`config.mk`:
```
export PLATFORM = sky130hd
export DESIGN_NAME = hwpe_ctrl_ucode_loader
export DESIGN_NICKNAME = d
export VERILOG_FILES = /design/src/rtl/hwpe_ctrl_ucode_loader.sv
export SDC_FILE = /design/constraint.sdc
export NUM_CORES = 1
export LEC_CHECK = 0
export BUFFER_PORTS_ARGS = -buffer_cell sky130_fd_sc_hd__clkbuf_2
export CORE_ASPECT_RATIO = 0.7
export CORE_UTILIZATION = 56
export DETAILED_ROUTE_END_ITERATION = 7
export PLACE_DENSITY = 0.82
export SETUP_SLACK_MARGIN = 0.1
export SYNTH_ARGS = -nofsm -noshare
export SYNTH_HDL_FRONTEND = slang
export SYNTH_SLANG_ARGS = --single-unit
```
`constraint.sdc`:
```
create_clock -name clk_i -period 2 [get_ports clk_i]
set_clock_uncertainty 0.1 [all_clocks]
set_input_delay 0.3 -clock clk_i [delete_from_list [all_inputs] [get_ports clk_i]]
set_output_delay 0.3 -clock clk_i [all_outputs]
set_load 0.03 [all_outputs]
```
`src/rtl/hwpe_ctrl_ucode_loader.sv`:
```
// Microcode bundle loader: streams 32-bit words into a shadow buffer and commits
// it to the active bundle while the sequencer is idle. Optional checksum word: HWPE_UCODE_LOADER_CHECK_EN.
module hwpe_ctrl_ucode_loader #(
  parameter  int LENGTH    = 16,
  parameter  int NB_LOOPS  = 6,
  parameter  int CNT_WIDTH = 12,
  localparam int UCODE_W   = LENGTH*11 + NB_LOOPS*8 + NB_LOOPS*CNT_WIDTH,
  localparam int NB_WORDS  = (UCODE_W + 31) / 32
) (
  input  logic               clk_i,
  input  logic               rst_i,
  input  logic               clear_i,
  input  logic               wr_valid_i,
  output logic               wr_ready_o,
  input  logic [31:0]        wr_data_i,
  input  logic               wr_last_i,
  input  logic               seq_busy_i,
  output logic [UCODE_W-1:0] ucode_o,
  output logic               ucode_valid_o,
  output logic               committed_o,
  output logic               error_o
);

  localparam int WCNT_W = $clog2(NB_WORDS + 1);
`ifdef HWPE_UCODE_LOADER_CHECK_EN
  localparam int FINAL_IDX_INT = NB_WORDS;
`else
  localparam int FINAL_IDX_INT = NB_WORDS - 1;
`endif
  localparam logic [WCNT_W-1:0] FINAL_IDX = WCNT_W'(FINAL_IDX_INT);

  typedef enum logic [1:0] {
    IDLE = 2'd0,
    LOAD = 2'd1,
    FULL = 2'd2
  } state_t;

  state_t               state_reg;
  state_t               state_next;
  logic [WCNT_W-1:0]    wcnt_reg;
  logic [UCODE_W-1:0]   shadow_reg;
  logic [UCODE_W-1:0]   shadow_next;
  logic                 wr_ready;
  logic                 commit;
  logic                 accept;
  logic                 final_word;
  logic                 sum_ok;
  logic                 load_ok;
  logic                 load_bad;

  assign wr_ready_o = wr_ready;
  assign accept     = wr_valid_i & wr_ready;
  assign final_word = (wcnt_reg == FINAL_IDX);
  assign load_ok    = accept & final_word & wr_last_i & sum_ok;
  // The final word must carry last (and a good checksum); any earlier word must not.
  assign load_bad   = accept & (final_word ? ~(wr_last_i & sum_ok) : wr_last_i);

`ifdef HWPE_UCODE_LOADER_CHECK_EN
  logic [31:0] csum_reg;

  always_ff @(posedge clk_i) begin
    if (rst_i || clear_i || load_bad || load_ok) begin
      csum_reg <= '0;
    end else if (accept) begin
      csum_reg <= csum_reg ^ wr_data_i;
    end
  end

  assign sum_ok = (wr_data_i == csum_reg);
`else
  assign sum_ok = 1'b1;
`endif

  // Per-word write decode; the last word is truncated to the bundle width.
  generate
    for (genvar gi = 0; gi < NB_WORDS; gi++) begin : g_word
      localparam int LO = gi * 32;
      localparam int W  = ((UCODE_W - LO) > 32) ? 32 : (UCODE_W - LO);
      assign shadow_next[LO +: W] = (accept && (wcnt_reg == WCNT_W'(gi)))
                                    ? wr_data_i[W-1:0] : shadow_reg[LO +: W];
    end
  endgenerate

  always_ff @(posedge clk_i) begin
    if (rst_i) begin
      state_reg <= IDLE;
    end else begin
      state_reg <= state_next;
    end
  end

  always_comb begin
    state_next = state_reg;
    if (clear_i) begin
      state_next = IDLE;
    end else begin
      case (state_reg)
        IDLE, LOAD: begin
          if (load_bad) begin
            state_next = IDLE;
          end else if (load_ok) begin
            state_next = FULL;
          end else if (accept) begin
            state_next = LOAD;
          end
        end
        FULL: begin
          if (!seq_busy_i) begin
            state_next = IDLE;
          end
        end
        default: state_next = IDLE;
      endcase
    end
  end

  always_comb begin
    wr_ready = 1'b1;
    commit   = 1'b0;
    case (state_reg)
      FULL: begin
        wr_ready = 1'b0;
        commit   = ~seq_busy_i & ~clear_i;
      end
      default: ;
    endcase
  end

  always_ff @(posedge clk_i) begin
    if (rst_i) begin
      wcnt_reg      <= '0;
      shadow_reg    <= '0;
      ucode_o       <= '0;
      ucode_valid_o <= 1'b0;
      committed_o   <= 1'b0;
      error_o       <= 1'b0;
    end else begin
      committed_o <= commit;
      if (commit) begin
        ucode_o       <= shadow_reg;
        ucode_valid_o <= 1'b1;
      end
      if (clear_i) begin
        wcnt_reg   <= '0;
        shadow_reg <= '0;
        error_o    <= 1'b0;
      end else if (load_bad) begin
        wcnt_reg   <= '0;
        shadow_reg <= '0;
        error_o    <= 1'b1;
      end else if (accept) begin
        shadow_reg <= shadow_next;
        if (!final_word) begin
          wcnt_reg <= wcnt_reg + WCNT_W'(1);
        end
        if (wcnt_reg == '0) begin
          error_o <= 1'b0;
        end
      end else if (commit) begin
        wcnt_reg <= '0;
      end
    end
  end

endmodule

```
# Yosys cells after proc, flatten, opt, wreduce, memory -nomap -nowiden
# Index checks and enable logic that the tools add are counted.
# word_totals
register_bits,601
wordCells,84
# op_classes
addsub,1
eq_ne,14
n_mux,14
bitwise,8
reduce_logical,31
# op_table
operator,n
2-bit AND reduction,13
"4-bit by 3-bit == test with 1-bit output, second input constant",4
4-bit two-way mux,3
1-bit logical AND,10
"4-bit by 2-bit == test with 1-bit output, second input constant",2
"4-bit == test, second input constant",2
2-bit two-way mux,4
1-bit two-way mux,6
2-bit nonzero test,3
1-bit AND,5
"4-bit by 1-bit adder with 4-bit output, second input constant",1
"4-bit by 1-bit == test with 1-bit output, second input constant",1
4-bit logical NOT,1
"2-bit != test, second input constant",2
"4-bit != test, second input constant",1
2-bit case mux with 2 select lines,1
2-bit OR reduction,2
1-bit NOT,3
3-bit OR reduction,1
"2-bit by 1-bit == test with 1-bit output, second input constant",1
"2-bit == test, second input constant",1
2-bit logical NOT,1

# Longest topological paths before layout
# logic_depth
word_depth,8
mapped_depth,8

# Worst setup path after synthesis
# Ideal clock, no wire load.
# synth_path
path_type,register to register
start,reg wcnt_reg[1]
end,reg shadow_reg[143]
setup_ns,0.132
arrival_time_ns,1.573
t_required_ns,1.768
path_slack_ns,0.195
stages_incl_launch_ff,9
period_less_slack_ns,1.805
cell_sequence,dfxtp_1 -> inv_1 -> ha_1 -> nand3b_2 -> xor2_1 -> o21ai_1 -> buf_2 -> clkbuf_1 -> a21oi_1
# synth_between
elab_chain_cells,4
elab_cells_between_ends,7
# synth_lines
element,line_no,rtl
from (decl),40,logic [WCNT_W-1:0] wcnt_reg;
from (signal assigned),154,wcnt_reg <= wcnt_reg + WCNT_W'(1);
4-bit == test,53,assign final_word = (wcnt_reg == FINAL_IDX);
1-bit two-way mux,56,assign load_bad = accept & (final_word ? ~(wr_last_i & sum_ok) : wr_last_i);
1-bit AND,56,
3-bit OR reduction (no source line),--,
to (signal assigned),152,shadow_reg <= shadow_next;
to (decl),41,logic [UCODE_W-1:0] shadow_reg;
# Several ways; a longest one is shown, not always the timed one.
# A chain may end at the register's enable or synchronous reset.

# Final worst setup path
# layout_path
start,reg wcnt_reg[1]
end,reg shadow_reg[240]
# Same word-level chain as after synthesis.

==> results.txt <==
WS Path Type: reg2reg
fraction of layout cells with a size suffix above 1: 18.3%
leakage: 9.20 nW
status: complete, but fails checks
Yosys warnings: 0
initial antenna violation count: 0
register area share after synthesis: 56.8%
I/O Buffers: 337
Pins Over Slew Limit: 0
Die Area: 38600 um^2
overall power: 23.5 mW
post-synthesis compound-gate area fraction: 14.1%
routed wire length: 68900 um
num rows: 59
Num CTS Buffers: 53
leading area contributor after synthesis: dfxtp_1
post-route ant nets: 0
top cell type's share of synthesized area: 56.8%
Final nets: 2954
largest family of logic cells by synthesized area: simple AND/OR/NAND/NOR gates
Hold WS: 43.9 ps
Die Y-Extent: 165 um
first-pass GRT wire length: 96300 um
core area: 37200 um^2
Synth-to-Final Area Change: 20.8%
RSZ-0062 raised after global routing: yes
setup ws final: 102 ps
Clock transition at path regs: 70 ps
H-tree depth: 2
Worst Path Required: 2360 ps
Initial Util: 56.9%
TritonCTS clock tree: built
Yosys reg bits: 601
post-synthesis adder-cell area fraction: 0.236%
number of global-route vias before repair: 17500
Tcrit/Tclk final: 94.9%
power per standard cell area: 917 nW/um^2
Mapped Cells: 2679
Synth Area in XOR/XNOR: 0.0827%
CP startpoint kind: flip-flop
multiplexer area fraction after synthesis: 0.378%
area of placed instances: 23100 um^2
Final Hold Vio Count: 0
initial detailed-routing violation count: 2560
Finished Layout Cells: 3446
CP endpoint kind: flip-flop
top_reg_cell synth: dfxtp_1
Worst-Margin Slew: 828 ps
Post-synth ARST share: 0%
syn avg cell area: 7.90 um^2
Vias: 19800
First-pass DRT Iterations: 8
routability cong.: 0.874
setup tns final: 0 ps
synth top area cells: dfxtp_1 (57%), nand2_1 (21%), a21oi_1 (14%)
CP arrival: 2260 ps
min cycle time layout: 1900 ps
syn_nets: 2721
Avg Vias per Cell: 5.74
DRC: 12
# clock sinks: 601
DP Cell Count: 3320
largest net degree at the start of global routing: 168
violated checks: design-rule violations
Slew Limit Headroom: 44.8%
cell area after synthesis: 21200 um^2
Post-Synth Simple-Gate Area: 22.7%
Critical Path Fanout Max: 32
Bufs on Longest Clock Path: 3
all-layer global routing usage: 32.5%
drt wl/cell: 20.0 um
Post-synth EDFFs: 0
max_cap viols: 0
VDD IR max: 0.605 mV
I/O Pins: 338
Design Area, Final: 25600 um^2
fmax: 0.527 GHz
gr ovfl total: 0
fin util: 68.8%
Post-DP HPWL: 39300 um
Hold Crit Class: in2reg
Die Wd: 234 um
Netlist cell types: 36
post-place setup slack: 33.3 ps
Setup Viol. Count Final: 0
Worst-Skew Late Latency: 590 ps
Root Driver: clkbuf_16
[final timing paths]
check | to | startpoint | cells past startpoint | slack [ps]
max | shadow_reg[240]$_SDFFE_PP0P_ | wcnt_reg[1]$_SDFFE_PP0P_ | 7 | 100
min | wcnt_reg[1]$_SDFFE_PP0P_ | wr_valid_i | 3 | 40
max reg2reg | shadow_reg[240]$_SDFFE_PP0P_ | wcnt_reg[1]$_SDFFE_PP0P_ | 7 | 100
min reg2reg | ucode_o[132]$_SDFFE_PP0P_ | shadow_reg[132]$_SDFFE_PP0P_ | 2 | 350
[cells by family (layout without fill, tap and decap cells)]
group	count (synthesis)	count (layout)
adders and majority gates	4	4
DFF	601	601
AOI/OAI and AO/OA	594	594
other	0	4
and+or+nand+nor	1227	1231
xor gates and xnor gates	2	2
muxes	8	8
buffers and inverters	243	514
[layer usage]
metal  part of all wire [%]  global-route usage (%)  vias up
li1                       -                       -     9065
met3                     11                    7.11      251
met2                     45                    50.0     1195
met1                     39                    43.0     9273
met5                      0                       0        -
met4                    4.9                    16.6        0
[layout by cell type, fill, tap and decap left out, types with 2 or more instances in the layout]
cell type and instances:
and4_1 2, buf_16 7, a21oi_1 585, nor2b_4 2, a21oi_2 2, buf_8 2, bufinv_16 5, inv_6 2
nor3_1 4, clkbuf_2 335, clkbuf_1 9, nor2b_1 3, diode_2 4, clkbuf_8 12, nand4_1 5, nand2_1 1166
nand3_1 3, inv_2 4, ha_1 2, nand4_2 3, dlygate4sd3_1 4, nor4_4 4, dfxtp_2 3, mux2i_1 8
dfxtp_1 597, clkbuf_16 67, or3_4 3, and4_4 3, inv_1 2, nand2_2 8, nor4_1 2, buf_4 20
buf_6 7, buf_12 24, nor2_1 11, clkinv_2 12, or4_4 6
[worst max-delay path, cell delays in order (launching register included)]
cell,delay (ps)
dfxtp_1,360
buf_4,140
ha_1,190
nand2_1,120
or4_1,450
buf_6,220
nand2_1,100
a21oi_1,70
[power by group]
| part | internal, mW | switching [mW] |
|---|---|---|
| Combinational | 0.188 | 0.614 |
| Clock | 6.13 | 4.54 |
| Sequential | 12.0 | 0.0147 |
| Total | 18.3 | 5.17 |
[area by class of cell]
cell class / count / area, um^2
Sequential cell: 601 / 12000
Tap cell: 488 / 611
Clock buffer: 76 / 1580
Fill cell: 2815 / 11600
Multi-Input combinational cell: 1839 / 8130
Antenna cell: 4 / 10.0
Timing Repair Buffer: 411 / 2950
Clock inverter: 21 / 244
Inverter: 6 / 22.5
[synth_stat cells, drive strengths merged, types with 4 or more instances]
master	n
clkbuf	90
nor2	11
a21oi	587
and4	5
dfxtp	601
nor4	6
nor2b	6
nand4	8
buf	147
or4	4
inv	6
mux2i	8
nor3	4
ha	4
nand2	1175
[timing repair]
item                                    in CTS  in global routing
cloned                                       0                 16
gates resized for setup                      6                 53
buffers inserted                             2                  3
pin swaps                                    0                  4
hold buffers                                 4                  0
endpoints found under the setup margin      91                557
endpoints found under the hold margin       37                  0
Note: power is estimated with default switching activity, not from simulation.
